==> config.mk <==
export PLATFORM = sky130hd
export DESIGN_NAME = mac_window_16_flat
export DESIGN_NICKNAME = d
export VERILOG_FILES = /design/src/rtl/mac_window_16_if.sv /design/src/rtl/mac_window_16.sv /design/src/flat_wrapper.sv
export SDC_FILE = /design/constraint.sdc
export NUM_CORES = 1
export LEC_CHECK = 0
export BUFFER_PORTS_ARGS = -buffer_cell sky130_fd_sc_hd__buf_4
export CORE_MARGIN = 5
export CORE_UTILIZATION = 40
export DETAILED_ROUTE_END_ITERATION = 10
export GPL_TIMING_DRIVEN = 1
export MAX_ROUTING_LAYER = met4
export PLACE_DENSITY = 0.56
export SLEW_MARGIN = 20
export SYNTH_ARGS = -nofsm -noshare
export SYNTH_HDL_FRONTEND = slang
export SYNTH_SLANG_ARGS = --single-unit
==> constraint.sdc <==
create_clock -name clk -period 16 [get_ports clk]
set_input_delay 0.8 -clock clk [delete_from_list [all_inputs] [get_ports clk]]
set_output_delay 0.8 -clock clk [all_outputs]
set_load 0.1 [all_outputs]
==> src/rtl/mac_window_16_if.sv <==
// Handshake and data bus between mac_window_16 and its buffers and consumer.
// The master side is the environment; the slave side is the MAC engine.
interface mac_window_16_if #(
  parameter int DATA_W = 8,
  parameter int ACC_W  = 20
);
  logic              start;
  logic              rd_en;
  logic [DATA_W-1:0] data_in;
  logic [DATA_W-1:0] weight_in;
  logic              busy;
  logic              res_valid;
  logic              out_ready;
  logic [ACC_W-1:0]  acc_out;
  logic [DATA_W-1:0] q_out;

  modport master (
    output start, data_in, weight_in, out_ready,
    input  rd_en, busy, res_valid, acc_out, q_out
  );

  modport slave (
    input  start, data_in, weight_in, out_ready,
    output rd_en, busy, res_valid, acc_out, q_out
  );
endinterface

==> src/rtl/mac_window_16.sv <==
// 16-element signed multiply-accumulate over a window/weight buffer pair,
// with a shift/ReLU/clip quantiser and a valid/ready result handshake.
module mac_window_16 #(
  parameter int DATA_W = 8,
  parameter int ACC_W  = 20,
  parameter int SHIFT  = 0,
  parameter int RELU   = 0
) (
  input  logic           clk,
  input  logic           rst,
  mac_window_16_if.slave bus
);

  typedef enum logic [1:0] {
    S_IDLE  = 2'd0,
    S_READ  = 2'd1,
    S_DRAIN = 2'd2,
    S_DONE  = 2'd3
  } state_t;

  localparam logic signed [ACC_W-1:0] Q_MAX = {{(ACC_W-DATA_W+1){1'b0}}, {(DATA_W-1){1'b1}}};
  localparam logic signed [ACC_W-1:0] Q_MIN = {{(ACC_W-DATA_W+1){1'b1}}, {(DATA_W-1){1'b0}}};

  state_t                       r_state;
  state_t                       w_state_next;
  logic                         w_clear;
  logic [3:0]                   r_cnt;
  logic                         r_valid;
  logic signed [ACC_W-1:0]      r_acc;
  logic signed [ACC_W-1:0]      r_acc_out;
  logic [DATA_W-1:0]            r_q_out;
  logic signed [2*DATA_W-1:0]   w_data_ext;
  logic signed [2*DATA_W-1:0]   w_weight_ext;
  logic signed [2*DATA_W-1:0]   w_prod;
  logic signed [ACC_W-1:0]      w_prod_ext;
  logic signed [ACC_W-1:0]      w_acc_sum;

  // Shift, optional rectify, then clip into the signed DATA_W range.
  function automatic logic [DATA_W-1:0] f_quant(input logic signed [ACC_W-1:0] a);
    logic signed [ACC_W-1:0] t;
    t = a >>> SHIFT;
    if ((RELU != 0) && t[ACC_W-1]) f_quant = {DATA_W{1'b0}};
    else if (t > Q_MAX)            f_quant = Q_MAX[DATA_W-1:0];
    else if (t < Q_MIN)            f_quant = Q_MIN[DATA_W-1:0];
    else                           f_quant = t[DATA_W-1:0];
  endfunction

  // Next-state decode; the start edge also clears accumulator and counter.
  always_comb begin
    w_state_next = r_state;
    w_clear      = 1'b0;
    case (r_state)
      S_IDLE: begin
        if (bus.start) begin
          w_state_next = S_READ;
          w_clear      = 1'b1;
        end else begin
          w_state_next = S_IDLE;
        end
      end
      S_READ: begin
        if (r_cnt == 4'd15) w_state_next = S_DRAIN;
        else                w_state_next = S_READ;
      end
      S_DRAIN: w_state_next = S_DONE;
      S_DONE: begin
        if (bus.out_ready) w_state_next = S_IDLE;
        else               w_state_next = S_DONE;
      end
      default: w_state_next = S_IDLE;
    endcase
  end

  // Full-precision product, sign-extended into the accumulator width.
  always_comb begin
    w_data_ext   = {{DATA_W{bus.data_in[DATA_W-1]}}, bus.data_in};
    w_weight_ext = {{DATA_W{bus.weight_in[DATA_W-1]}}, bus.weight_in};
    w_prod       = w_data_ext * w_weight_ext;
    w_prod_ext   = {{(ACC_W-2*DATA_W){w_prod[2*DATA_W-1]}}, w_prod};
    if (r_valid) w_acc_sum = r_acc + w_prod_ext;
    else         w_acc_sum = r_acc;
  end

  // State register.
  always_ff @(posedge clk or posedge rst) begin
    if (rst) r_state <= S_IDLE;
    else     r_state <= w_state_next;
  end

  // Datapath: data arrives one cycle after each read strobe, and the
  // result registers load on the DRAIN edge so they hold across IDLE.
  always_ff @(posedge clk or posedge rst) begin
    if (rst) begin
      r_cnt     <= 4'd0;
      r_valid   <= 1'b0;
      r_acc     <= {ACC_W{1'b0}};
      r_acc_out <= {ACC_W{1'b0}};
      r_q_out   <= {DATA_W{1'b0}};
    end else begin
      r_valid <= (r_state == S_READ);
      if (w_clear) begin
        r_acc <= {ACC_W{1'b0}};
        r_cnt <= 4'd0;
      end else begin
        r_acc <= w_acc_sum;
        if (r_state == S_READ) r_cnt <= r_cnt + 4'd1;
        else                   r_cnt <= r_cnt;
      end
      if (r_state == S_DRAIN) begin
        r_acc_out <= w_acc_sum;
        r_q_out   <= f_quant(w_acc_sum);
      end else begin
        r_acc_out <= r_acc_out;
        r_q_out   <= r_q_out;
      end
    end
  end

  assign bus.rd_en     = (r_state == S_READ);
  assign bus.busy      = (r_state != S_IDLE);
  assign bus.res_valid = (r_state == S_DONE);
  assign bus.acc_out   = r_acc_out;
  assign bus.q_out     = r_q_out;

endmodule

==> src/flat_wrapper.sv <==
// flat-port wrapper written by rule: the top's interface ports become plain ports
module mac_window_16_flat 
#(
  parameter int DATA_W = 8,
  parameter int ACC_W  = 20,
  parameter int SHIFT  = 0,
  parameter int RELU   = 0
)
  (clk, rst, bus_start, bus_data_in, bus_weight_in, bus_out_ready, bus_rd_en, bus_busy, bus_res_valid, bus_acc_out, bus_q_out);
  mac_window_16_if #(.DATA_W(DATA_W), .ACC_W(ACC_W)) bus_i ();
  input  logic clk;
  input  logic rst;
  input wire logic [$bits(bus_i.start)-1:0] bus_start;
  input wire logic [$bits(bus_i.data_in)-1:0] bus_data_in;
  input wire logic [$bits(bus_i.weight_in)-1:0] bus_weight_in;
  input wire logic [$bits(bus_i.out_ready)-1:0] bus_out_ready;
  output wire logic [$bits(bus_i.rd_en)-1:0] bus_rd_en;
  output wire logic [$bits(bus_i.busy)-1:0] bus_busy;
  output wire logic [$bits(bus_i.res_valid)-1:0] bus_res_valid;
  output wire logic [$bits(bus_i.acc_out)-1:0] bus_acc_out;
  output wire logic [$bits(bus_i.q_out)-1:0] bus_q_out;
  assign bus_i.start = bus_start;
  assign bus_i.data_in = bus_data_in;
  assign bus_i.weight_in = bus_weight_in;
  assign bus_i.out_ready = bus_out_ready;
  assign bus_rd_en = bus_i.rd_en;
  assign bus_busy = bus_i.busy;
  assign bus_res_valid = bus_i.res_valid;
  assign bus_acc_out = bus_i.acc_out;
  assign bus_q_out = bus_i.q_out;
  mac_window_16 #(.DATA_W(DATA_W), .ACC_W(ACC_W), .SHIFT(SHIFT), .RELU(RELU)) u_core (.clk(clk), .rst(rst), .bus(bus_i));
endmodule
==> impl_metrics.yaml <==
status:
  status: "complete, no violations"
synth:
  synth_seq_cells: 55
  synth_nets: 762
  synth_edf_count: 0
  synth_top_area_share: 0.299
  syn_area_sq_mm: 0.00589
  synth_area_leaders: "fa_1 30%, dfrtp_1 23%, ha_1 10%"
  seq_area_frac_synth: 0.234
  ys.flop_type: "dfrtp_1"
  synthArstFlopShare: 1.00
  synthCells: 607
  ys_types: 54
  yosysTopAreaCell: "fa_1"
  yosys_warnings: 0
  syn_avg_cell_area_sq_um: 9.71
global_routing:
  grt_usage: 0.164
  grt_remaining_overflow: 0
  grt_max_degree: 56
  grt_pass1_wl_microns: 23100
  grt_pass1_vias: 4608
  antenna_found_initial: 0
cts:
  cts_buffers: 5
  hold_buffers: 0
  cts_buffer_depth: 2
  cts_tree: "yes"
  htreeDepth: 2
  cts_resized: 0
  clk_pin_slew_ns: 0.07
  cts-root-buf: "clkbuf_16"
  cts_setup_buffers: 0
  clk_latency_ns: 0.29
  numClockSinks: 55
floorplanning:
  core_sq_mm: 0.0145
  dieHeight_microns: 131
  pin_count: 51
  start_util: 0.407
  rows: 44
  die_width_microns: 131
  design.die.area_sq_mm: 0.0173
route:
  route.detailed.drc: 0
  routed_wl_microns: 12900
  routedWlPerCell_microns: 15.5
  via_per_inst: 5.04
  dr.pass1.iters: 4
  drtIter0Drc: 241
  antenna_left: 0
  routed-via-count: 4218
timing:
  rsz0062_at_grt: "no"
  timing.fmax_ghz: 0.153
  fin_tns_setup_ns: 0
  tightest_slew_ns: 1.06
  setup_viol: 0
  period_minus_slack_ns: 6.53
  fin_crit_sh: 0.408
  fin_skew_ns: 0.00472
  finalHoldViolCount: 0
  maxSlewViolCount: 0
  slew_headroom: 0.294
critical_path:
  end_kind: "flip-flop"
  r2r_slack_ns: 10.36
  crit_path_end: "u_core.bus.q_out[2]"
  ff2ff_path_depth: 19
  startpoint_type: "input pin"
  cp.arrival_ns: 6.71
  r2r_end: "u_core.bus.q_out[2]"
  setup.worst_path.start: "bus_data_in[7]"
  cp_max_fo: 13
  critical_path_class: "in -> reg"
  reg2reg_from: "u_core.r_acc[6]"
  crit_required_ns: 16.18
hold_path:
  hold_path_class: "reg -> reg"
finish:
  final_nets: 807
  antenna_cells: 0
  syn_to_final_growth_pct: 12.6
  drive_gt1_frac: 0.104
job:
  cap_violations: 0
place:
  dpl.hpwl_microns: 11000
  place.gp.congestion: 0.819
  portBuffers: 50
[stage by stage]
step,utilization,area [sq um],hold WS [ns],setup slack [ns],cells
after floorplan,-,5890,0.451,9.79,607
after global routing,0.458,6640,0.519,9.08,837
after detailed placement,0.446,6460,0.476,9.14,829
final,0.458,6640,0.493,9.47,837
after CTS,0.458,6640,0.496,9.44,837
after global placement,0.446,6460,0.473,9.24,829
[area by class of cell]
type / count / area (sq um)
multi-input combinational: 434 / 4070
tap: 184 / 230
clock buffer: 6 / 139
sequential: 55 / 1380
inverter: 104 / 390
clock inverter: 2 / 35.0
fill: 1413 / 7840
timing repair buffer: 52 / 390
[registers in the layout (all words and copies together), names as in the netlist]
name / flops
u_core.r_valid: 1
u_core.r_state: 2
u_core.r_acc: 20
u_core.bus.acc_out: 20
u_core.r_cnt: 4
u_core.bus.q_out: 8
[worst min path at each step]
stage	endpoint	slack [ns]	cells past startpoint	start
floorplan	u_core.r_cnt[3]	0.45	1	u_core.r_cnt[3]
global placement	u_core.bus.acc_out[12]	0.47	2	u_core.bus.acc_out[12]
detailed placement	u_core.bus.acc_out[15]	0.48	2	u_core.bus.acc_out[15]
CTS	u_core.bus.acc_out[12]	0.50	2	u_core.bus.acc_out[12]
global route	u_core.bus.acc_out[6]	0.52	2	u_core.bus.acc_out[6]
finish	u_core.bus.acc_out[19]	0.49	1	u_core.bus.acc_out[19]
[per-layer routing]
| layer | global-route usage | wire length [microns] | vias up |
|---|---|---|---|
| met4 | 0.0274 | 147 | 0 |
| li1 | - | - | 2030 |
| met2 | 0.269 | 6450 | 55 |
| met1 | 0.223 | 6040 | 2122 |
| met3 | 0.0222 | 309 | 11 |
| met5 | - | 0 | - |
[worst max-delay path: stages]
cell and delay (ns):
buf_4 0.12, and2_1 0.58, inv_1 0.14, fa_1 0.53
inv_1 0.05, fa_1 0.51, fa_1 0.44, fa_1 0.59
fa_1 0.43, ha_1 0.36, o211a_1 0.24, o31a_1 0.15
o221ai_2 0.23, a2111oi_0 0.14, a211oi_1 0.57, and4_1 0.29
nand3_1 0.19, a21boi_0 0.27, o21ai_1 0.08
[cell usage after synthesis, drive strengths merged (4+ instances only)]
| cell type | n |
|---|---|
| inv | 103 |
| fa | 88 |
| nand2 | 66 |
| dfrtp | 55 |
| ha | 47 |
| o21ai | 42 |
| nor2 | 37 |
| and2 | 34 |
| a21oi | 15 |
| clkbuf | 11 |
| mux2i | 10 |
| xnor2 | 9 |
| a21boi | 7 |
| a21o | 6 |
| nand3 | 6 |
| nor2b | 6 |
| o21a | 6 |
| nand2b | 5 |
| a31oi | 4 |
[logic make-up after synthesis]
group                    share of synthesized area
AO/OA/AOI/OAI                                0.114
multiplexers                                0.0170
buffers and inverters                       0.0756
AND/OR/NAND/NOR                              0.144
adder cells (fa/ha/maj)                      0.399
XOR/XNOR                                    0.0163
flip-flops                                   0.234
[cell usage in the layout, fill, tap and decap left out, types with 7 or more instances in the layout]
master,n
a21boi_0,7
a21oi_1,14
and2_1,34
buf_4,52
dfrtp_1,55
fa_1,88
ha_1,47
inv_1,102
mux2i_1,10
nand2_1,66
nor2_1,36
o21ai_0,35
o21ai_1,7
xnor2_1,9
Power is not shown: default switching activity piles up to over one toggle a cycle in this logic, so the estimate is an artifact.
